File: config.mk
export PLATFORM = sky130hd
export DESIGN_NAME = hamming_secded_codec
export DESIGN_NICKNAME = d
export VERILOG_FILES = /design/src/rtl/hamming_pkg.sv /design/src/rtl/hamming_parity_calc.sv /design/src/rtl/hamming_secded_codec.sv
export SDC_FILE = /design/constraint.sdc
export NUM_CORES = 1
export LEC_CHECK = 0
export ABC_CLOCK_PERIOD_IN_PS = 3000
export CAP_MARGIN = 10
export CORE_MARGIN = 4
export CORE_UTILIZATION = 50
export CTS_CLUSTER_DIAMETER = 200
export DETAILED_ROUTE_END_ITERATION = 10
export PLACE_DENSITY_LB_ADDON = 0.25
export SYNTH_ARGS = -nofsm -noshare
export SYNTH_HDL_FRONTEND = slang
export SYNTH_SLANG_ARGS = --single-unit
File: constraint.sdc
create_clock -name clk -period 3 [get_ports clk]
set_clock_uncertainty 0.15 [all_clocks]
set_input_delay 0.6 -clock clk [delete_from_list [all_inputs] [get_ports clk]]
set_output_delay 0.6 -clock clk [all_outputs]
set_load 0.01 [all_outputs]
File: src/rtl/hamming_pkg.sv
// Shared helpers for the SECDED codec: code geometry and codeword bit-position mapping.
package hamming_pkg;

  // Smallest P with 2^P >= DATA_W + P + 1.
  function automatic int calc_p(input int data_w);
    int p;
    p = 1;
    while ((1 << p) < (data_w + p + 1)) p = p + 1;
    return p;
  endfunction

  function automatic int calc_cw_w(input int data_w);
    return data_w + calc_p(data_w) + 1;
  endfunction

  // Index 0 (overall parity) and power-of-two indices hold check bits.
  function automatic bit is_parity_pos(input int idx);
    return (idx == 0) || ((idx & (idx - 1)) == 0);
  endfunction

  // Codeword index that carries payload bit j.
  function automatic int data_pos(input int j);
    int idx;
    int cnt;
    idx = 0;
    cnt = 0;
    for (int i = 1; i < 128; i++) begin
      if (!is_parity_pos(i)) begin
        if ((cnt == j) && (idx == 0)) idx = i;
        cnt = cnt + 1;
      end
    end
    return idx;
  endfunction

endpackage

File: src/rtl/hamming_parity_calc.sv
// Combinational syndrome generator: XOR of the indices of all set bits, plus overall parity.
module hamming_parity_calc #(
  parameter int CW_W = 13,
  parameter int P    = 4
) (
  input  logic [CW_W-1:0] cw_i,
  output logic [P-1:0]    syn_o,
  output logic            par_o
);

  always_comb begin
    syn_o = '0;
    for (int k = 0; k < P; k++) begin
      for (int i = 1; i < CW_W; i++) begin
        if (((i >> k) & 1) != 0) syn_o[k] = syn_o[k] ^ cw_i[i];
      end
    end
    par_o = ^cw_i;
  end

endmodule

File: src/rtl/hamming_secded_codec.sv
// SECDED Hamming encoder (1-cycle) and decoder (2-stage pipeline) with saturating error counters.
module hamming_secded_codec
  import hamming_pkg::*;
#(
  parameter int  DATA_W = 8,
  parameter int  CNT_W  = 16,
  localparam int P      = calc_p(DATA_W),
  localparam int CW_W   = DATA_W + P + 1
) (
  input  logic              clk,
  input  logic              rst,
  input  logic [DATA_W-1:0] enc_data,
  input  logic              enc_valid,
  output logic [CW_W-1:0]   enc_cw,
  output logic              enc_cw_valid,
  input  logic [CW_W-1:0]   dec_cw,
  input  logic              dec_valid,
  output logic [DATA_W-1:0] dec_data,
  output logic              dec_data_valid,
  output logic              dec_single_err,
  output logic              dec_double_err,
  output logic [P:0]        dec_err_pos,
  input  logic              cnt_clr,
  output logic [CNT_W-1:0]  cnt_corrected,
  output logic [CNT_W-1:0]  cnt_uncorrectable
);

  localparam logic [P-1:0] MAX_IDX = P'(CW_W - 1);

  logic [CW_W-1:0]   enc_raw, enc_full;
  logic [P-1:0]      enc_syn;
  logic              enc_par;
  logic [CW_W-1:0]   enc_cw_d, enc_cw_q;
  logic              enc_valid_d, enc_valid_q;

  logic [P-1:0]      dec_syn;
  logic              dec_par;
  logic              s1_valid_d, s1_valid_q;
  logic [P-1:0]      s1_syn_d, s1_syn_q;
  logic              s1_par_d, s1_par_q;
  logic [DATA_W-1:0] s1_payload_d, s1_payload_q;

  logic              s2_single, s2_double, s2_flip;
  logic [DATA_W-1:0] dec_data_d, dec_data_q;
  logic              dec_valid_d, dec_valid_q;
  logic              dec_single_d, dec_single_q;
  logic              dec_double_d, dec_double_q;
  logic [P:0]        dec_pos_d, dec_pos_q;

  logic [CNT_W-1:0]  cnt_corr_d, cnt_corr_q;
  logic [CNT_W-1:0]  cnt_unc_d, cnt_unc_q;

  // Encoder: scatter payload, then fill check bits from the syndrome of the partial word.
  always_comb begin
    enc_raw = '0;
    for (int j = 0; j < DATA_W; j++) enc_raw[data_pos(j)] = enc_data[j];
  end

  hamming_parity_calc #(.CW_W(CW_W), .P(P)) u_enc_pc (
    .cw_i  (enc_raw),
    .syn_o (enc_syn),
    .par_o (enc_par)
  );

  always_comb begin
    enc_full = enc_raw;
    for (int k = 0; k < P; k++) enc_full[1 << k] = enc_syn[k];
    enc_full[0] = enc_par ^ (^enc_syn);
    enc_cw_d    = enc_valid ? enc_full : '0;
    enc_valid_d = enc_valid;
  end

  // Decoder stage 1. Only the payload field is kept: the check bits are fully summarised by S and Q.
  hamming_parity_calc #(.CW_W(CW_W), .P(P)) u_dec_pc (
    .cw_i  (dec_cw),
    .syn_o (dec_syn),
    .par_o (dec_par)
  );

  always_comb begin
    s1_valid_d   = dec_valid;
    s1_syn_d     = dec_valid ? dec_syn : '0;
    s1_par_d     = dec_valid & dec_par;
    s1_payload_d = '0;
    for (int j = 0; j < DATA_W; j++) s1_payload_d[j] = dec_valid & dec_cw[data_pos(j)];
  end

  // Decoder stage 2: classify and correct.
  always_comb begin
    s2_single = s1_par_q && (s1_syn_q <= MAX_IDX);
    s2_double = ((s1_syn_q != '0) && !s1_par_q) || (s1_syn_q > MAX_IDX);
    s2_flip   = s2_single && (s1_syn_q != '0);

    dec_valid_d  = s1_valid_q;
    dec_single_d = s1_valid_q & s2_single;
    dec_double_d = s1_valid_q & s2_double;
    dec_pos_d    = (s1_valid_q && s2_single) ? {1'b0, s1_syn_q} : '0;
    dec_data_d   = '0;
    for (int j = 0; j < DATA_W; j++) begin
      dec_data_d[j] = s1_valid_q &
                      (s1_payload_q[j] ^ (s2_flip && (int'(s1_syn_q) == data_pos(j))));
    end
  end

  // Counters watch the registered flags; clear wins over increment.
  always_comb begin
    cnt_corr_d = cnt_corr_q;
    cnt_unc_d  = cnt_unc_q;
    if (cnt_clr) begin
      cnt_corr_d = '0;
      cnt_unc_d  = '0;
    end else begin
      if (dec_valid_q && dec_single_q && (cnt_corr_q != '1)) cnt_corr_d = cnt_corr_q + CNT_W'(1);
      if (dec_valid_q && dec_double_q && (cnt_unc_q != '1))  cnt_unc_d  = cnt_unc_q + CNT_W'(1);
    end
  end

  always_ff @(posedge clk or posedge rst) begin
    if (rst) begin
      enc_cw_q     <= '0;
      enc_valid_q  <= 1'b0;
      s1_valid_q   <= 1'b0;
      s1_syn_q     <= '0;
      s1_par_q     <= 1'b0;
      s1_payload_q <= '0;
      dec_data_q   <= '0;
      dec_valid_q  <= 1'b0;
      dec_single_q <= 1'b0;
      dec_double_q <= 1'b0;
      dec_pos_q    <= '0;
      cnt_corr_q   <= '0;
      cnt_unc_q    <= '0;
    end else begin
      enc_cw_q     <= enc_cw_d;
      enc_valid_q  <= enc_valid_d;
      s1_valid_q   <= s1_valid_d;
      s1_syn_q     <= s1_syn_d;
      s1_par_q     <= s1_par_d;
      s1_payload_q <= s1_payload_d;
      dec_data_q   <= dec_data_d;
      dec_valid_q  <= dec_valid_d;
      dec_single_q <= dec_single_d;
      dec_double_q <= dec_double_d;
      dec_pos_q    <= dec_pos_d;
      cnt_corr_q   <= cnt_corr_d;
      cnt_unc_q    <= cnt_unc_d;
    end
  end

  assign enc_cw            = enc_cw_q;
  assign enc_cw_valid      = enc_valid_q;
  assign dec_data          = dec_data_q;
  assign dec_data_valid    = dec_valid_q;
  assign dec_single_err    = dec_single_q;
  assign dec_double_err    = dec_double_q;
  assign dec_err_pos       = dec_pos_q;
  assign cnt_corrected     = cnt_corr_q;
  assign cnt_uncorrectable = cnt_unc_q;

endmodule

# After elaboration in Yosys (flattened, before gate mapping)
# Index checks and enable logic that the tools add are counted.
# classes
add_sub_neg,2
order_cmp,2
eq_ne,10
n_mux,7
bitwise,60
reduce_logical,24
# op_table
op,n
$mux 16,4
$xor 1x1->1,41
$add 16x1->16 const B,2
$ne 16x16->1 const B,2
$reduce_xor 13->1,2
$eq 4x4->1 const B,6
$and 1x1->1,19
$logic_and 1x1->1,16
$mux 13,1
$eq 4x3->1 const B,2
$mux 4,2
$gt 4x4->1 const B,1
$le 4x4->1 const B,1
$reduce_bool 2->1,2
$reduce_bool 4->1,1
$reduce_xor 4->1,1
$logic_not 1->1,1
$logic_or 1x1->1,1
# totals
register_bits,76
elab_cells,118

# Depth between registers and ports, before layout
# depth
depth_word,7
depth_mapped,7
mapped_depth_nobuf,6

# By module
# From an unflattened synthesis, not the netlist that was laid out.
# unflattened
hier_cells,362
area_unflattened_um2,3846.2
# modules_own_cells
mod,n_inst,cells_each,area_per_inst_um2,seq_area_each_um2
hamming_secded_codec,1,322,3450.8,1876.8
hamming_parity_calc,2,20,197.7,0.0

# Worst setup path before layout
# Ideal clock, no wire load.
# synth_path
kind,register to register
start,"register cnt_unc_q[0], in the netlist cnt_uncorrectable[0]"
end,"register cnt_unc_q[1], in the netlist cnt_uncorrectable[1]"
arrival_time_ns,1.668
slack_ns,1.050
path_stages_with_launch,8
path_buffers,1
synth_period_minus_slack_ns,1.950
path_cell_list,dfrtp_1 -> ha_1 -> nand2_1 -> nor4_4 -> buf_6 -> a21oi_1 -> mux2i_1 -> nor2_1
# synth_via
elab_chain_cells,3
elab_cells_between_ends,6
# synth_rtl
element,line,source
"start, declared",hamming_secded_codec.sv:51,"logic [CNT_W-1:0] cnt_unc_d, cnt_unc_q;"
"start signal, assigned",hamming_secded_codec.sv:146,cnt_unc_q <= cnt_unc_d;
$add 16x1->16 or $ne 16x16->1 (tied branches),hamming_secded_codec.sv:114,if (dec_valid_q && dec_double_q && (cnt_unc_q != '1)) cnt_unc_d = cnt_unc_q + CNT_W'(1);
$mux 16 or $logic_and 1x1->1 (tied branches),hamming_secded_codec.sv:114,
$mux 16 or $reduce_bool 2->1 (tied branches),-,
# Several ways; a longest one is shown, not always the timed one. The select of a mux whose other input is x is not followed.
# A chain may end at the register's enable or synchronous reset.

# Worst setup path after layout
# Same ends and word-level chain as after synthesis.

==> impl_metrics.tcl <==
set metrics [dict create \
    finalSetupTns_ns 0 \
    cts_setup_buffers 0 \
    finalMaxSlewViolations 0 \
    fin_crit_sh 0.757 \
    syn_area_mm2 0.00370 \
    grt_pass1_vias 2614 \
    dp.cells 514 \
    hpwl_mm 5.21 \
    slew_headroom 0.508 \
    synth-xor-area-share 0.170 \
    cts_made_buffers 9 \
    min_path_type "reg -> reg" \
    h-tree-depth 3 \
    ir_worst_vdd_mv 0.267 \
    drive_gt1_frac 0.0653 \
    yosys.cell_types.count 40 \
    hold_depth 0 \
    synthAdderAreaFrac 0.00676 \
    area_growth_pct 30.5 \
    grt_usage 0.172 \
    cts_buffer_depth 2 \
    core_area_mm2 0.00721 \
    top_layer_used "met4" \
    final_common_cell "clkdlybuf4s50_1" \
    design_area_mm2 0.00483 \
    grt_max_degree 76 \
    max_cap_viol_count 0 \
    num_rows 31 \
    crit_arrival_ns 2.33 \
    synth_enable_flop_cells 0 \
    cts_tree "yes" \
    muxShareOfSynthArea 0.00541 \
    gp_congestion 0.823 \
    clkLatencyLatePin_ns 0.34 \
    final_nets 454 \
    via_per_inst 4.99 \
    synth-seq-cells 75 \
    drt_iter0_markers 84 \
    critPathSlowestCell "nor4_4" \
    grt_setup_unrepaired "false" \
    reg2regPathDepth 6 \
    cts-root-buf "clkbuf_8" \
    cts.repair.resized 0 \
    power_density_mw_per_mm2 468 \
    grt_pass1_wl_mm 12.1 \
    wl_met3_um 458 \
    max_freq_ghz 0.440 \
    cts_hold_buf 0 \
    placed_area_mm2 0.00463 \
    die_area_mm2 0.00885 \
    synth_top_family_by_area "simple AND/OR/NAND/NOR gates" \
    drc_errors 0 \
    die_w_um 94.1 \
    worstPathCellList "ha_1 -> nand2_1 -> nor4_4 -> a21oi_1 -> mux2i_1 -> nor2_1" \
    synth_flop_cell "dfrtp_1" \
    synth-simple-area-share 0.222 \
    finalHoldViolCount 0 \
    antenna_left 0 \
    worstMarginPinSlew_ns 0.733 \
    outcome "completed" \
    setup_violations 0 \
    worst-path-max-fanout 12 \
    seq_area_frac_synth 0.507 \
    wl_per_cell_um 13.4 \
    yosys_warnings 0 \
    dr.pass1.iters 4 \
    path_class "reg -> reg" \
    postSynthAreaPerCell_um2 10.8 \
    period_minus_slack_ns 2.27 \
    diodes 0 \
    vias 2637 \
    crit_path_end_kind "flop" \
    critical-path-max-stage-delay_ns 0.68 \
    crit_required_ns 3.06 \
    met2_length_mm 3.52 \
    cts_sinks 75 \
    die_y_um 94.1 \
    clkTransAtPathRegs_ns 0.07 \
    antenna_found_initial 0 \
    portBuffers 86 \
    pin_count 88 \
    worstSetupStartpointType "flop" \
    synth_compound_area_frac 0.0601 \
    p_leak_nw 1.97 \
    fin_cells 528 \
    drt-met1-wl_mm 2.95 \
    async_flop_share 1.00 \
    final_cell_mix "clkdlybuf4s50_1, dfrtp_1, xnor2_1" \
    start_util 0.513 \
    gr-total-overflow 0 \
    syn_nets 370 \
    synth_cells 342 \
    routed_wl_mm 7.09 \
]
## routing by layer
layer | track usage | vias up
li1 | - | 1307
met4 | 0.0746 | 0
met3 | 0.0393 | 13
met1 | 0.216 | 1238
met5 | 0 | -
met2 | 0.285 | 79
## cell usage after synthesis, types with 3 or more instances
cell       instances  area, µm²
nor2_1            38        143
xnor2_1           57        499
inv_1              6       22.5
nand4b_1           3       26.3
clkbuf_1           9       33.8
nand3_1           10       50.1
nand2_1           15       56.3
nor3_1             4       20.0
o2111ai_1          3       26.3
and4_1             4       35.0
a211oi_1           7       52.6
nand4_1            9       56.3
xor2_1            15        131
dfrtp_1           75       1880
and2_1            41        257
nor2b_1            4       25.0
a21oi_1            9       45.0
## cell families after synthesis
kind of cell    count (synthesis)
simple gates                  143
flops                          75
xor+xnor                       72
compound gates                 26
buf+inv                        21
fa+ha+maj                       2
mux                             2
other cells                     1
## path summary, 6_finish.rpt
path,from,endpoint,slack (ns)
max,cnt_uncorrectable[0]$_DFFE_PP0P_,cnt_uncorrectable[1]$_DFFE_PP0P_,0.73
min,dec_valid_d$_DFF_PP0_,dec_data_valid$_DFF_PP0_,0.42
max reg2reg,cnt_uncorrectable[0]$_DFFE_PP0P_,cnt_uncorrectable[1]$_DFFE_PP0P_,0.73
min reg2reg,dec_valid_d$_DFF_PP0_,dec_data_valid$_DFF_PP0_,0.42
max in group asynchronous,rst,dec_data[0]$_DFF_PP0_,1.88
min in group asynchronous,rst,cnt_corrected[5]$_DFFE_PP0P_,0.50
## through the flow
| stage | power, mW | worst slack [ns] | hold slack, ns | util |
|---|---|---|---|---|
| floorplan | 1.35 | 0.340 | 0.222 | - |
| global placement | 1.50 | 0.785 | 0.411 | 0.642 |
| detailed placement | 1.51 | 0.731 | 0.415 | 0.642 |
| CTS | 2.30 | 0.730 | 0.416 | 0.670 |
| global route | 2.38 | 0.518 | 0.445 | 0.670 |
| finish | 2.26 | 0.729 | 0.419 | 0.670 |
## flip-flops by register name, summed over array words and instances (netlist names)
| name | cells |
|---|---|
| dec_data | 8 |
| enc_cw | 13 |
| dec_single_err | 1 |
| dec_err_pos | 4 |
| s1_syn_q | 4 |
| dec_double_err | 1 |
| s1_payload_q | 8 |
| enc_cw_valid | 1 |
| cnt_uncorrectable | 16 |
| dec_data_valid | 1 |
| s1_par_q | 1 |
| cnt_corrected | 16 |
| dec_valid_d | 1 |
## worst max-delay path: cells and delay by family, from the launching register on
family / cells / cell delay [ns]
adder cells (fa/ha/maj): 1 / 0.24
AO/OA/AOI/OAI: 1 / 0.24
AND/OR/NAND/NOR: 3 / 0.85
multiplexers: 1 / 0.20
flip-flops: 1 / 0.48
## final cells by class
class,count,area [µm²]
Clock buffer,12,165
Fill cell,605,2380
Inverter,6,22.5
Sequential cell,75,1880
Timing Repair Buffer,88,888
Clock inverter,2,35.0
Tap cell,99,124
Multi-Input combinational cell,246,1720
## where the power goes
part / switching, mW / internal [mW] / total (mW)
clock: 0.342 / 0.442 / 0.784
sequential: 0.0571 / 1.07 / 1.12
combinational: 0.158 / 0.199 / 0.357
Note: power is estimated with default switching activity, not from simulation.
